===== config.mk =====
export PLATFORM = sky130hd
export DESIGN_NAME = block_row_generator
export DESIGN_NICKNAME = d
export VERILOG_FILES = /design/src/rtl/block_gen_pkg.sv /design/src/rtl/block_lfsr.sv /design/src/rtl/block_row_generator.sv
export SDC_FILE = /design/constraint.sdc
export NUM_CORES = 1
export LEC_CHECK = 0
export ABC_AREA = 1
export CAP_MARGIN = 20
export CORE_UTILIZATION = 52
export CTS_CLUSTER_SIZE = 25
export DETAILED_ROUTE_END_ITERATION = 12
export PLACE_DENSITY = 0.87
export SYNTH_ARGS = -nofsm -noshare
export SYNTH_HDL_FRONTEND = slang
export SYNTH_HIERARCHICAL = 1
export SYNTH_SLANG_ARGS = --single-unit

===== constraint.sdc =====
create_clock -name clk -period 2.3 [get_ports clk]
set_input_delay 0.23 -clock clk [delete_from_list [all_inputs] [get_ports clk]]
set_output_delay 0.23 -clock clk [all_outputs]
set_load 0.05 [all_outputs]

===== src/rtl/block_gen_pkg.sv =====
// -----------------------------------------------------------------------------
// block_gen_pkg
// Shared definitions for the obstacle-row generator:
//   state_e       - generator FSM states (IDLE, BLOCK, GAP)
//   LFSR_TAPS     - Galois feedback mask for x^16+x^14+x^13+x^11
//   DEFAULT_SEED  - reset seed, also substituted whenever a zero seed is loaded
//   CNT_W         - width of the accepted-block-row counter
// -----------------------------------------------------------------------------
package block_gen_pkg;

    typedef enum logic [1:0] {
        IDLE  = 2'd0,
        BLOCK = 2'd1,
        GAP   = 2'd2
    } state_e;

    localparam logic [15:0] LFSR_TAPS    = 16'hB400;
    localparam logic [15:0] DEFAULT_SEED = 16'hACE1;
    localparam int          CNT_W        = 16;

endpackage


===== src/rtl/block_lfsr.sv =====
// -----------------------------------------------------------------------------
// block_lfsr
// Seedable Galois LFSR that advances only when the downstream consumer takes a
// row. A zero seed would lock the register at zero forever, so it is replaced
// by the default seed.
// Ports:
//   clk          in   system clock, rising edge
//   rst_n        in   synchronous active-low reset (loads SEED)
//   i_load       in   load strobe, takes priority over i_step
//   i_seed       in   seed value for i_load
//   i_step       in   advance one Galois step
//   o_lfsr       out  current register value
//   o_lfsr_next  out  value the register takes on the next step
// -----------------------------------------------------------------------------
module block_lfsr
    import block_gen_pkg::*;
#(
    parameter int                LFSR_W = 16,
    parameter logic [LFSR_W-1:0] SEED   = DEFAULT_SEED,
    parameter logic [LFSR_W-1:0] TAPS   = LFSR_TAPS
) (
    input  logic              clk,
    input  logic              rst_n,
    input  logic              i_load,
    input  logic [LFSR_W-1:0] i_seed,
    input  logic              i_step,
    output logic [LFSR_W-1:0] o_lfsr,
    output logic [LFSR_W-1:0] o_lfsr_next
);

    logic [LFSR_W-1:0] r_lfsr;
    logic [LFSR_W-1:0] w_next;

    assign w_next = (r_lfsr >> 1) ^ (r_lfsr[0] ? TAPS : '0);

    always_ff @(posedge clk) begin
        if (!rst_n) begin
            r_lfsr <= SEED;
        end else if (i_load) begin
            r_lfsr <= (i_seed == '0) ? SEED : i_seed;
        end else if (i_step) begin
            r_lfsr <= w_next;
        end
    end

    assign o_lfsr      = r_lfsr;
    assign o_lfsr_next = w_next;

endmodule


===== src/rtl/block_row_generator.sv =====
// -----------------------------------------------------------------------------
// block_row_generator
// Streams obstacle rows to the playfield scroller: a block row, then a random
// number of empty gap rows, then the next block row, and so on. Every block
// row has at least one open cell and at least one block cell. Rows are handed
// over with valid/ready; all outputs are registered.
// Ports:
//   clk             in   system clock, rising edge
//   rst_n           in   synchronous active-low reset
//   en              in   run enable from the game controller
//   seed_load       in   one-cycle strobe loading seed into the LFSR
//   seed            in   new LFSR seed (zero selects the default seed)
//   row_ready       in   downstream accepts the current row
//   row_valid       out  row_data is valid
//   row_data        out  row pattern, 1 = block cell
//   row_is_block    out  current row is a block row
//   blocks_emitted  out  accepted block rows, wrapping counter
// -----------------------------------------------------------------------------
module block_row_generator
    import block_gen_pkg::*;
#(
    parameter int                ROW_W       = 8,
    parameter int                LFSR_W      = 16,
    parameter logic [LFSR_W-1:0] SEED        = DEFAULT_SEED,
    parameter int                GAP_MIN     = 1,
    parameter int                GAP_RANGE_W = 2
) (
    input  logic              clk,
    input  logic              rst_n,
    input  logic              en,
    input  logic              seed_load,
    input  logic [LFSR_W-1:0] seed,
    input  logic              row_ready,
    output logic              row_valid,
    output logic [ROW_W-1:0]  row_data,
    output logic              row_is_block,
    output logic [CNT_W-1:0]  blocks_emitted
);

    // Wide enough for the longest gap, GAP_MIN + 2^GAP_RANGE_W - 1.
    localparam int GAP_CNT_W = $clog2(GAP_MIN + (1 << GAP_RANGE_W)) + 1;

    state_e               r_state;
    logic                 r_row_valid;
    logic [ROW_W-1:0]     r_row_data;
    logic                 r_row_is_block;
    logic [CNT_W-1:0]     r_blocks_emitted;
    logic [GAP_CNT_W-1:0] r_gap_cnt;

    logic                 w_accept;
    logic [LFSR_W-1:0]    w_lfsr;
    logic [LFSR_W-1:0]    w_lfsr_next;
    logic [ROW_W-1:0]     w_raw_cur;
    logic [ROW_W-1:0]     w_raw_next;
    logic [GAP_CNT_W-1:0] w_gap_len;
    logic                 w_unused_lfsr_bits;

    // Force every block row to be both passable and non-empty.
    function automatic logic [ROW_W-1:0] make_pattern(input logic [ROW_W-1:0] raw);
        logic [ROW_W-1:0] pat;
        pat = raw;
        if (&raw) begin
            pat[ROW_W-1] = 1'b0;
        end else if (raw == '0) begin
            pat[0] = 1'b1;
        end
        return pat;
    endfunction

    assign w_accept = r_row_valid & row_ready;

    block_lfsr #(
        .LFSR_W (LFSR_W),
        .SEED   (SEED),
        .TAPS   (LFSR_TAPS)
    ) u_lfsr (
        .clk         (clk),
        .rst_n       (rst_n),
        .i_load      (seed_load),
        .i_seed      (seed),
        .i_step      (w_accept),
        .o_lfsr      (w_lfsr),
        .o_lfsr_next (w_lfsr_next)
    );

    // Low ROW_W bits of the LFSR; rows wider than the LFSR get zero upper bits.
    always_comb begin
        w_raw_cur  = '0;
        w_raw_next = '0;
        for (int i = 0; i < ROW_W; i++) begin
            if (i < LFSR_W) begin
                w_raw_cur[i]  = w_lfsr[i % LFSR_W];
                w_raw_next[i] = w_lfsr_next[i % LFSR_W];
            end
        end
    end

    // Gap length is drawn from the LFSR before it steps for this accept.
    assign w_gap_len = GAP_CNT_W'(GAP_MIN) + GAP_CNT_W'(w_lfsr[LFSR_W-1 -: GAP_RANGE_W]);

    assign w_unused_lfsr_bits = ^{w_lfsr, w_lfsr_next};

    always_ff @(posedge clk) begin
        if (!rst_n) begin
            r_state          <= IDLE;
            r_row_valid      <= 1'b0;
            r_row_data       <= '0;
            r_row_is_block   <= 1'b0;
            r_blocks_emitted <= '0;
            r_gap_cnt        <= '0;
        end else if (seed_load) begin
            // Abort whatever row is pending; the counter keeps its history.
            r_state        <= IDLE;
            r_row_valid    <= 1'b0;
            r_row_data     <= '0;
            r_row_is_block <= 1'b0;
        end else begin
            case (r_state)
                IDLE: begin
                    if (en) begin
                        r_state        <= BLOCK;
                        r_row_valid    <= 1'b1;
                        r_row_data     <= make_pattern(w_raw_cur);
                        r_row_is_block <= 1'b1;
                    end
                end
                BLOCK: begin
                    // Everything holds under backpressure; en is only
                    // looked at when the row is taken.
                    if (w_accept) begin
                        r_blocks_emitted <= r_blocks_emitted + 1'b1;
                        r_gap_cnt        <= w_gap_len;
                        r_row_data       <= '0;
                        r_row_is_block   <= 1'b0;
                        if (en) begin
                            r_state <= GAP;
                        end else begin
                            r_state     <= IDLE;
                            r_row_valid <= 1'b0;
                        end
                    end
                end
                GAP: begin
                    if (w_accept) begin
                        if (!en) begin
                            r_state     <= IDLE;
                            r_row_valid <= 1'b0;
                            r_gap_cnt   <= '0;
                        end else if (r_gap_cnt == GAP_CNT_W'(1)) begin
                            // The LFSR steps on this same edge, so the new
                            // block row is built from its next value.
                            r_state        <= BLOCK;
                            r_row_data     <= make_pattern(w_raw_next);
                            r_row_is_block <= 1'b1;
                        end else begin
                            r_gap_cnt <= r_gap_cnt - 1'b1;
                        end
                    end
                end
                default: begin
                    r_state     <= IDLE;
                    r_row_valid <= 1'b0;
                end
            endcase
        end
    end

    assign row_valid      = r_row_valid;
    assign row_data       = r_row_data;
    assign row_is_block   = r_row_is_block;
    assign blocks_emitted = r_blocks_emitted;

endmodule


==> results of run 1 <==
-- state kept, by name, indices dropped and copies added, names as in the netlist --
| register | flops |
|---|---|
| r_state | 2 |
| row_is_block | 1 |
| u_lfsr/o_lfsr | 16 |
| row_data | 8 |
| row_valid | 1 |
| blocks_emitted | 16 |
| r_gap_cnt | 4 |
-- area by class of cell --
cell class                 instances  area share [%]
tap                               70            2.59
sequential                        48            28.5
timing repair buffer              48            14.1
multi-input combinational        316            47.0
clock inverter                     2           0.445
inverter                          45            5.00
clock buffer                       6            2.45
-- cells in the final DEF, fill, tap and decap left out, types with 2 or more instances in the layout --
cell type and count:
nand3_1 16, o21bai_1 5, clkinvlp_4 2, nand4_1 5, o21ai_0 31, nand2_2 3, nand2_4 2, nor2_1 80
nor2_2 3, clkbuf_8 6, dfxtp_1 48, buf_4 2, inv_1 38, a21oi_1 31, nand2_1 93, inv_2 6
and3_1 3, clkdlybuf4s50_1 46, ha_1 8, o21ai_1 14, nor2_4 7, nor3_1 4, xnor2_1 2, nand3_4 3
-- power groups by stage --
| stage | logic [uW] | clock network (uW) | registers [uW] |
|---|---|---|---|
| 2_1_floorplan | 238 | 0 | 972 |
| 3_3_place_gp | 384 | 0 | 927 |
| 3_5_place_dp | 394 | 0 | 930 |
| 4_1_cts | 398 | 544 | 911 |
| 5_1_grt | 445 | 594 | 918 |
| 6_report | 401 | 537 | 912 |
-- through the flow --
stage / setup WS (ps) / area [sq um] / hold slack [ps]
floorplan: 607 / 2810 / 364
global placement: 508 / 3280 / 447
detailed placement: 470 / 3280 / 448
CTS: 499 / 3380 / 472
global route: 418 / 3380 / 523
finish: 506 / 3380 / 471
-- routing by layer --
metal / routed length [microns] / vias up
met4: 133 / 0
li1: - / 1427
met2: 3080 / 116
met1: 2970 / 1317
met5: 0 / -
met3: 397 / 15
-- worst max path at each step --
stage                          to  cells past startpoint  slack (ps)               start
2_1_floorplan  blocks_emitted[14]                      8         610   blocks_emitted[1]
3_3_place_gp    blocks_emitted[9]                      8         510           seed_load
3_5_place_dp    blocks_emitted[9]                      8         470           seed_load
4_1_cts        blocks_emitted[10]                      1         500  blocks_emitted[10]
5_1_grt        blocks_emitted[10]                      1         420  blocks_emitted[10]
6_report       blocks_emitted[10]                      1         510  blocks_emitted[10]
==> impl_metrics.ini, run 1 <==
[route]
final_antenna_net_count = 0
vias_per_cell = 5.37
wirelength_microns = 6580
dr_total_vias = 2875
wl_per_cell_microns = 12.3
drtIter0Drc = 181
first_pass_iters = 5
drc_errors = 0

[worst_setup_path]
cp-start-kind = flip-flop
crit_arrival_ps = 1560
crit_path_cell_trace = clkdlybuf4s50_1
reg2reg_from = r_state[0]
path_delay_family = buffers and inverters
crit_path_max_fanout = 6
cp-end-kind = output pin
rrSetupSlack_ps = 570
path_class = flip-flop to output pin
max_stage_delay_ps = 830
r2r_cells = 10
required_ps = 2070
rr_endpoint = row_data[0]
crit_slowest_cell = clkdlybuf4s50_1
cp.buffers_inverters = 1

[power_and_ir_drop]
p_total_uw = 1850
p_switching_uw = 586
seqPwrFrac_pct = 49.3
p_leak_uw = 0.00137
swShare_pct = 31.7
pwr-share-clk_pct = 29.0
ir_drop_uv = 245
p_comb_share_pct = 21.7
powerDensity_nw_per_um2 = 548
internal_power_uw = 1260

[timing]
finalSetupViolations = 0
fin_crit_sh_pct = 78.0
tightest_slew_ps = 590
skew_ps = 1.73
max_slew_margin_pct = 60.5
final_hold_viol_count = 0
setup_tns_ps = 0
fmax_mhz = 558
fin_crit_ps = 1790
rsz0062_at_grt = false
drv_slew = 0

[placed_design]
place_congestion = 0.863
dpl.cell_count = 527
numPortBuffers = 46
dpl.hpwl_microns = 4740

[clock_network]
clk_latency_ps = 300
post_cts_buffers = 0
htree_num_levels = 2
cts.repair.resized = 0
cts_tree = built
clockBufferDepth = 2
cts-root-buf = clkbuf_8
clk_pin_slew_ps = 90
clock_sinks = 48
cts_made_buffers = 5
ctsHoldBuffers = 0

[worst_hold_path]
hp-class = flip-flop to flip-flop
min_to = u_lfsr/o_lfsr[10]
worstHoldPathCells = 2
hp-start = u_lfsr/o_lfsr[10]

[finish]
seq_area_sq_um = 961
final_util_pct = 65.3
multi_input_area_sq_um = 1590
fill_cells = 469
layout-drive-gt1-share_pct = 8.17
final_cells = 535
fin_nets = 493
areaGrowthSynthToFinish_pct = 20.0
antennaDiodeCount = 0

[global_route]
gr-usage-met1_pct = 33.6
overflow = 0
grt_pass1_wl_microns = 11100
grt_max_degree = 27
met3_usage_pct = 4.23
grt_pass1_vias = 2557
track_usage_pct = 25.3
top_usage_layer = met2
antenna_found_initial = 0
grt_util_met2_pct = 41.4

[logic_synthesis]
syn_nets = 452
syn_avg_cell_area_sq_um = 6.65
syn_area_sq_um = 2810
synth_warnings = 6
syn_inst = 423

[job]
drv_cap = 0

[die]
die_y_microns = 75.5
rows = 26
die_w_microns = 75.5
core_area_sq_um = 5170
start_util_pct = 54.4
io_pins = 47
die-area_sq_um = 5710

[status]
status = complete, no violations
No activity file was read; power rests on OpenSTA's default activity.
==> run 2: changes to the inputs <==
==> constraint.sdc (replaced) <==
create_clock -name clk -period 1.7 [get_ports clk]
set_input_delay 0.17 -clock clk [delete_from_list [all_inputs] [get_ports clk]]
set_output_delay 0.17 -clock clk [all_outputs]
set_load 0.05 [all_outputs]
==> run 2 against run 1 <==
  * First-iteration DRC count down 3.3%
  * Combinational power is 39% higher
  * Non-clock buffer count increased by 3
  * Power up 35%
  * Sequential power grew 35%
  * Critical path depth unchanged
  * Clock power rose by 32%
  * Clock skew rose by 2.3 ps
  * Die area unchanged
  * Core utilization grew 0.36 points
  * Worst hold slack got worse by 37 ps
==> impl_metrics.ini, run 2 (synthesis gave the netlist of run 1 again) <==
[timing]
fin_crit_sh_pct = 96.4
setup_tns_ps = 0
fmax_mhz = 611
final_hold_viol_count = 0
skew_ps = 4.01
fin_crit_ps = 1640
rsz0062_at_grt = false
max_slew_margin_pct = 57.9
fin_ws_ps = 62.0
finalSetupViolations = 0
drv_slew = 0
tightest_slew_ps = 630

[worst_setup_path]
crit_arrival_ps = 1470
r2r_cells = 9
cp.buffers_inverters = 1
crit_slowest_cell = clkdlybuf4s50_1
required_ps = 1530
crit_path_max_fanout = 3
rrSetupSlack_ps = 120
cp-start-kind = flip-flop
max_stage_delay_ps = 810
cp-end-kind = output pin
path_class = flip-flop to output pin
path_delay_family = buffers and inverters
crit_path_cell_trace = clkdlybuf4s50_1
reg2reg_from = r_state[1]
rr_endpoint = row_data[2]

[route]
drc_errors = 0
drtIter0Drc = 175
wirelength_microns = 6200
vias_per_cell = 5.17
dr_total_vias = 2789
wl_per_cell_microns = 11.5
first_pass_iters = 5
final_antenna_net_count = 0

[die]
core_area_sq_um = 5170
die_y_microns = 75.5
start_util_pct = 54.4
rows = 26
die-area_sq_um = 5710
io_pins = 47
die_w_microns = 75.5

[finish]
fill_cells = 453
areaGrowthSynthToFinish_pct = 20.7
final_common_cell = nand2_1
layout-drive-gt1-share_pct = 11.7
fin_nets = 497
mostFrequentLayoutCells = nand2_1 (93), nor2_1 (80), dfxtp_1 (48), inv_1 (38)
antennaDiodeCount = 0

[worst_hold_path]
min_to = u_lfsr/o_lfsr[9]
worstHoldPathCells = 3
hp-start = seed[9]
hp-class = input port to flip-flop

[power_and_ir_drop]
swShare_pct = 31.4
p_switching_uw = 785
internal_power_uw = 1710
ir_drop_uv = 327
seqPwrFrac_pct = 49.3
p_leak_uw = 0.00150
pwr-share-clk_pct = 28.4
p_comb_share_pct = 22.3
powerDensity_nw_per_um2 = 736

[global_route]
grt_max_degree = 27
grt_pass1_vias = 2307
grt_pass1_wl_microns = 9960
track_usage_pct = 22.3
antenna_found_initial = 0
overflow = 0

[clock_network]
clock_sinks = 48
clk_latency_ps = 300
cts_tree = built
clockBufferDepth = 2
clk_pin_slew_ps = 90
cts_made_buffers = 5
htree_num_levels = 2
cts-root-buf = clkbuf_8

[placed_design]
pre_cts_ws_ps = 11.9
numPortBuffers = 46
place_congestion = 0.870
dpl.hpwl_microns = 4520

[status]
status = complete, no violations

[job]
drv_cap = 0
[run 2: cell types whose count changed in the layout (fill, tap and decap cells not counted), sizes merged]
cell / change
dlymetal6s2s: +4
nor2: +1
clkinvlp: -2
clkinv: +2
buf: +14
clkdlybuf4s50: -15
[run 2: worst max path at each step]
stage / from / end / slack (ps) / cells past startpoint
2_1_floorplan: blocks_emitted[1] / blocks_emitted[14] / 7 / 8
3_3_place_gp: en / row_data[0] / 50 / 8
3_5_place_dp: seed_load / row_data[2] / 10 / 5
4_1_cts: blocks_emitted[9] / blocks_emitted[9] / 20 / 1
5_1_grt: r_state[1] / row_is_block / 8 / 9
6_report: blocks_emitted[12] / blocks_emitted[12] / 60 / 1
[run 2: cell type report]
type                            instances  area (sq um)  area share [%]
Clock inverter                          2          10.0           0.295
Timing Repair Buffer                   51           480            14.2
Tap cell                               70          87.6            2.58
Clock buffer                            6          82.6            2.43
Sequential cell                        48           961            28.3
Inverter                               45           169            4.98
Multi-Input combinational cell        317          1600            47.3
[run 2: power groups by stage]
stage | combinational [uW] | sequential (uW) | clock (uW)
6_report | 556 | 1230 | 711
5_1_grt | 618 | 1240 | 755
4_1_cts | 541 | 1230 | 716
3_5_place_dp | 538 | 1260 | 0
3_3_place_gp | 529 | 1250 | 0
2_1_floorplan | 322 | 1310 | 0
[run 2: what timing repair did]
action | in CTS | in global routing
endpoints found under the setup margin | 0 | 13
hold buffers | 0 | 0
buffers inserted | 0 | 0
resized for setup | 0 | 7
hold endpoints to repair | 0 | 0
[run 2: layer usage]
metal	part of all wire, %	vias to the layer above	track usage, %
met1	48	1258	30.5
met2	45	87	35.9
met3	5.7	9	4.37
li1	-	1435	-
met5	0	-	0
met4	1.4	0	5.97
[run 2: stage by stage]
| step | hold slack [ps] | instances | power [uW] | util, % | cell area (sq um) |
|---|---|---|---|---|---|
| 2_1_floorplan | 304 | 423 | 1640 | - | 2810 |
| 3_3_place_gp | 453 | 530 | 1780 | 63.3 | 3270 |
| 3_5_place_dp | 454 | 530 | 1790 | 63.3 | 3270 |
| 4_1_cts | 435 | 538 | 2490 | 65.1 | 3370 |
| 5_1_grt | 469 | 539 | 2610 | 65.6 | 3390 |
| 6_report | 433 | 539 | 2500 | 65.6 | 3390 |
==> run 3: changes to the inputs <==
--- a/config.mk
+++ b/config.mk
@@ -10,7 +10,7 @@
 export CORE_UTILIZATION = 52
 export CTS_CLUSTER_SIZE = 25
 export DETAILED_ROUTE_END_ITERATION = 12
-export PLACE_DENSITY = 0.87
+export PLACE_DENSITY = 0.78
 export SYNTH_ARGS = -nofsm -noshare
 export SYNTH_HDL_FRONTEND = slang
 export SYNTH_HIERARCHICAL = 1
==> run 3 against run 2 <==
  * Clock skew rose by 0.58 ps
  * Worst setup slack gained 19 ps
  * Global-route usage up 0.70 points
  * Clock power down 3%
  * Final area unchanged
  * Flip-flop and latch count unchanged
  * Non-clock buffer count is the same
  * Power fell by 0.84%
  * Count of clock-buffer cells in the layout is 2 higher
  * Cell count decreased by 0.19%
  * Core utilization stayed put
  * Highest routed layer unchanged
==> impl_metrics.ini, run 3 (synthesis gave the netlist of run 1 again) <==
[timing]
fmax_mhz = 618
finalSetupViolations = 0
max_slew_margin_pct = 66.4
final_hold_viol_count = 0
rsz0062_at_grt = false
fin_crit_sh_pct = 95.2
setup_tns_ps = 0
skew_ps = 4.60
drv_slew = 0
fin_crit_ps = 1620
tightest_slew_ps = 503

[finish]
layout-drive-gt1-share_pct = 11.5
areaGrowthSynthToFinish_pct = 20.7
fin_area_sq_um = 3390
seq_area_sq_um = 961
antennaDiodeCount = 0
final_cells = 538
fill_cells = 461
fin_nets = 496
mostFrequentLayoutCells = nand2_1 (92), nor2_1 (80), dfxtp_1 (48), inv_1 (38), a21oi_1 (31)
final_common_cell = nand2_1
multi_input_area_sq_um = 1610

[worst_setup_path]
crit_path_cell_trace = clkdlybuf4s50_1
required_ps = 1530
cp-start-kind = flip-flop
cp.buffers_inverters = 1
max_stage_delay_ps = 800
r2r_cells = 9
crit_path_max_fanout = 3
cp_num_cells = 1
crit_arrival_ps = 1450
path_class = flip-flop to output pin
crit_slowest_cell = clkdlybuf4s50_1
cp-end-kind = output pin
path_delay_family = buffers and inverters

[clock_network]
ctsHoldBuffers = 0
cts-root-buf = clkbuf_8
clockBufferDepth = 2
clock_sinks = 48
clk_latency_ps = 300
cts_tree = built
cts_made_buffers = 5
htree_num_levels = 2
clk_pin_slew_ps = 80

[die]
die_w_microns = 75.5
core_area_sq_um = 5170
start_util_pct = 54.4
die_y_microns = 75.5
die-area_sq_um = 5710
rows = 26
io_pins = 47

[placed_design]
dpl.cell_count = 530
place_congestion = 0.841
numPortBuffers = 46
dpl_cell_area_sq_um = 3270
dpl.hpwl_microns = 4480

[route]
drc_errors = 0
wirelength_microns = 6090
first_pass_iters = 4
wl_per_cell_microns = 11.3
vias_per_cell = 5.10
drtIter0Drc = 160
final_antenna_net_count = 0
dr_total_vias = 2743

[worst_hold_path]
hp-class = input port to flip-flop
worstHoldPathCells = 3

[global_route]
antenna_found_initial = 0
track_usage_pct = 23.0
grt_pass1_vias = 2345
grt_pass1_wl_microns = 10200
top_usage_layer = met2
overflow = 0
grt_util_met2_pct = 35.3
met3_usage_pct = 4.10
grt_max_degree = 26
gr-usage-met1_pct = 33.3

[power_and_ir_drop]
powerDensity_nw_per_um2 = 730
p_leak_uw = 0.00149
ir_drop_uv = 437

[job]
drv_cap = 0

[status]
status = complete, no violations
-- run 3: timing repair --
| action | in CTS | in global routing |
|---|---|---|
| gates resized for setup | 0 | 11 |
| hold endpoints to repair | 0 | 0 |
| buffers inserted | 0 | 0 |
| endpoints found under the setup margin | 0 | 13 |
-- run 3: cell type report --
cell class	instances	share of cell area (%)
multi-input combinational	316	47.4
sequential	48	28.3
timing repair buffer	51	14.1
inverter	45	4.98
clock buffer	8	2.65
tap	70	2.58
-- run 3: final timing paths --
check	startpoint	to	slack, ps
hold reg to reg	row_data[3]	row_data[3]	480
setup / recovery	blocks_emitted[12]	blocks_emitted[12]	80
hold / removal	seed[3]	u_lfsr/o_lfsr[3]	450
setup reg to reg	r_state[0]	row_data[0]	140
-- run 3: report_power, final --
part | switching (uW) | internal, uW
registers | 53.6 | 1180
logic | 342 | 212
clock network | 360 | 332
-- run 3: routing by layer --
layer | routed length [microns] | vias up
li1 | - | 1443
met1 | 3000 | 1216
met2 | 2640 | 76
met3 | 382 | 8
met4 | 68 | 0
met5 | 0 | -
-- run 3: tightest hold or removal path: cells and delay by family --
family          cells  cell delay [ps]
buf+inv             1              420
compound gates      1               50
simple gates        1               60
-- run 3: through the flow --
stage / hold slack [ps] / worst slack [ps] / total power [uW] / utilization, %
after CTS: 439 / 15.6 / 2480 / 65.0
final: 448 / 81.5 / 2480 / 65.6
after detailed placement: 463 / 95.3 / 1790 / 63.2
after floorplan: 304 / 6.77 / 1640 / -
after global placement: 449 / 106 / 1790 / 63.2
after global routing: 456 / 12.5 / 2620 / 65.6
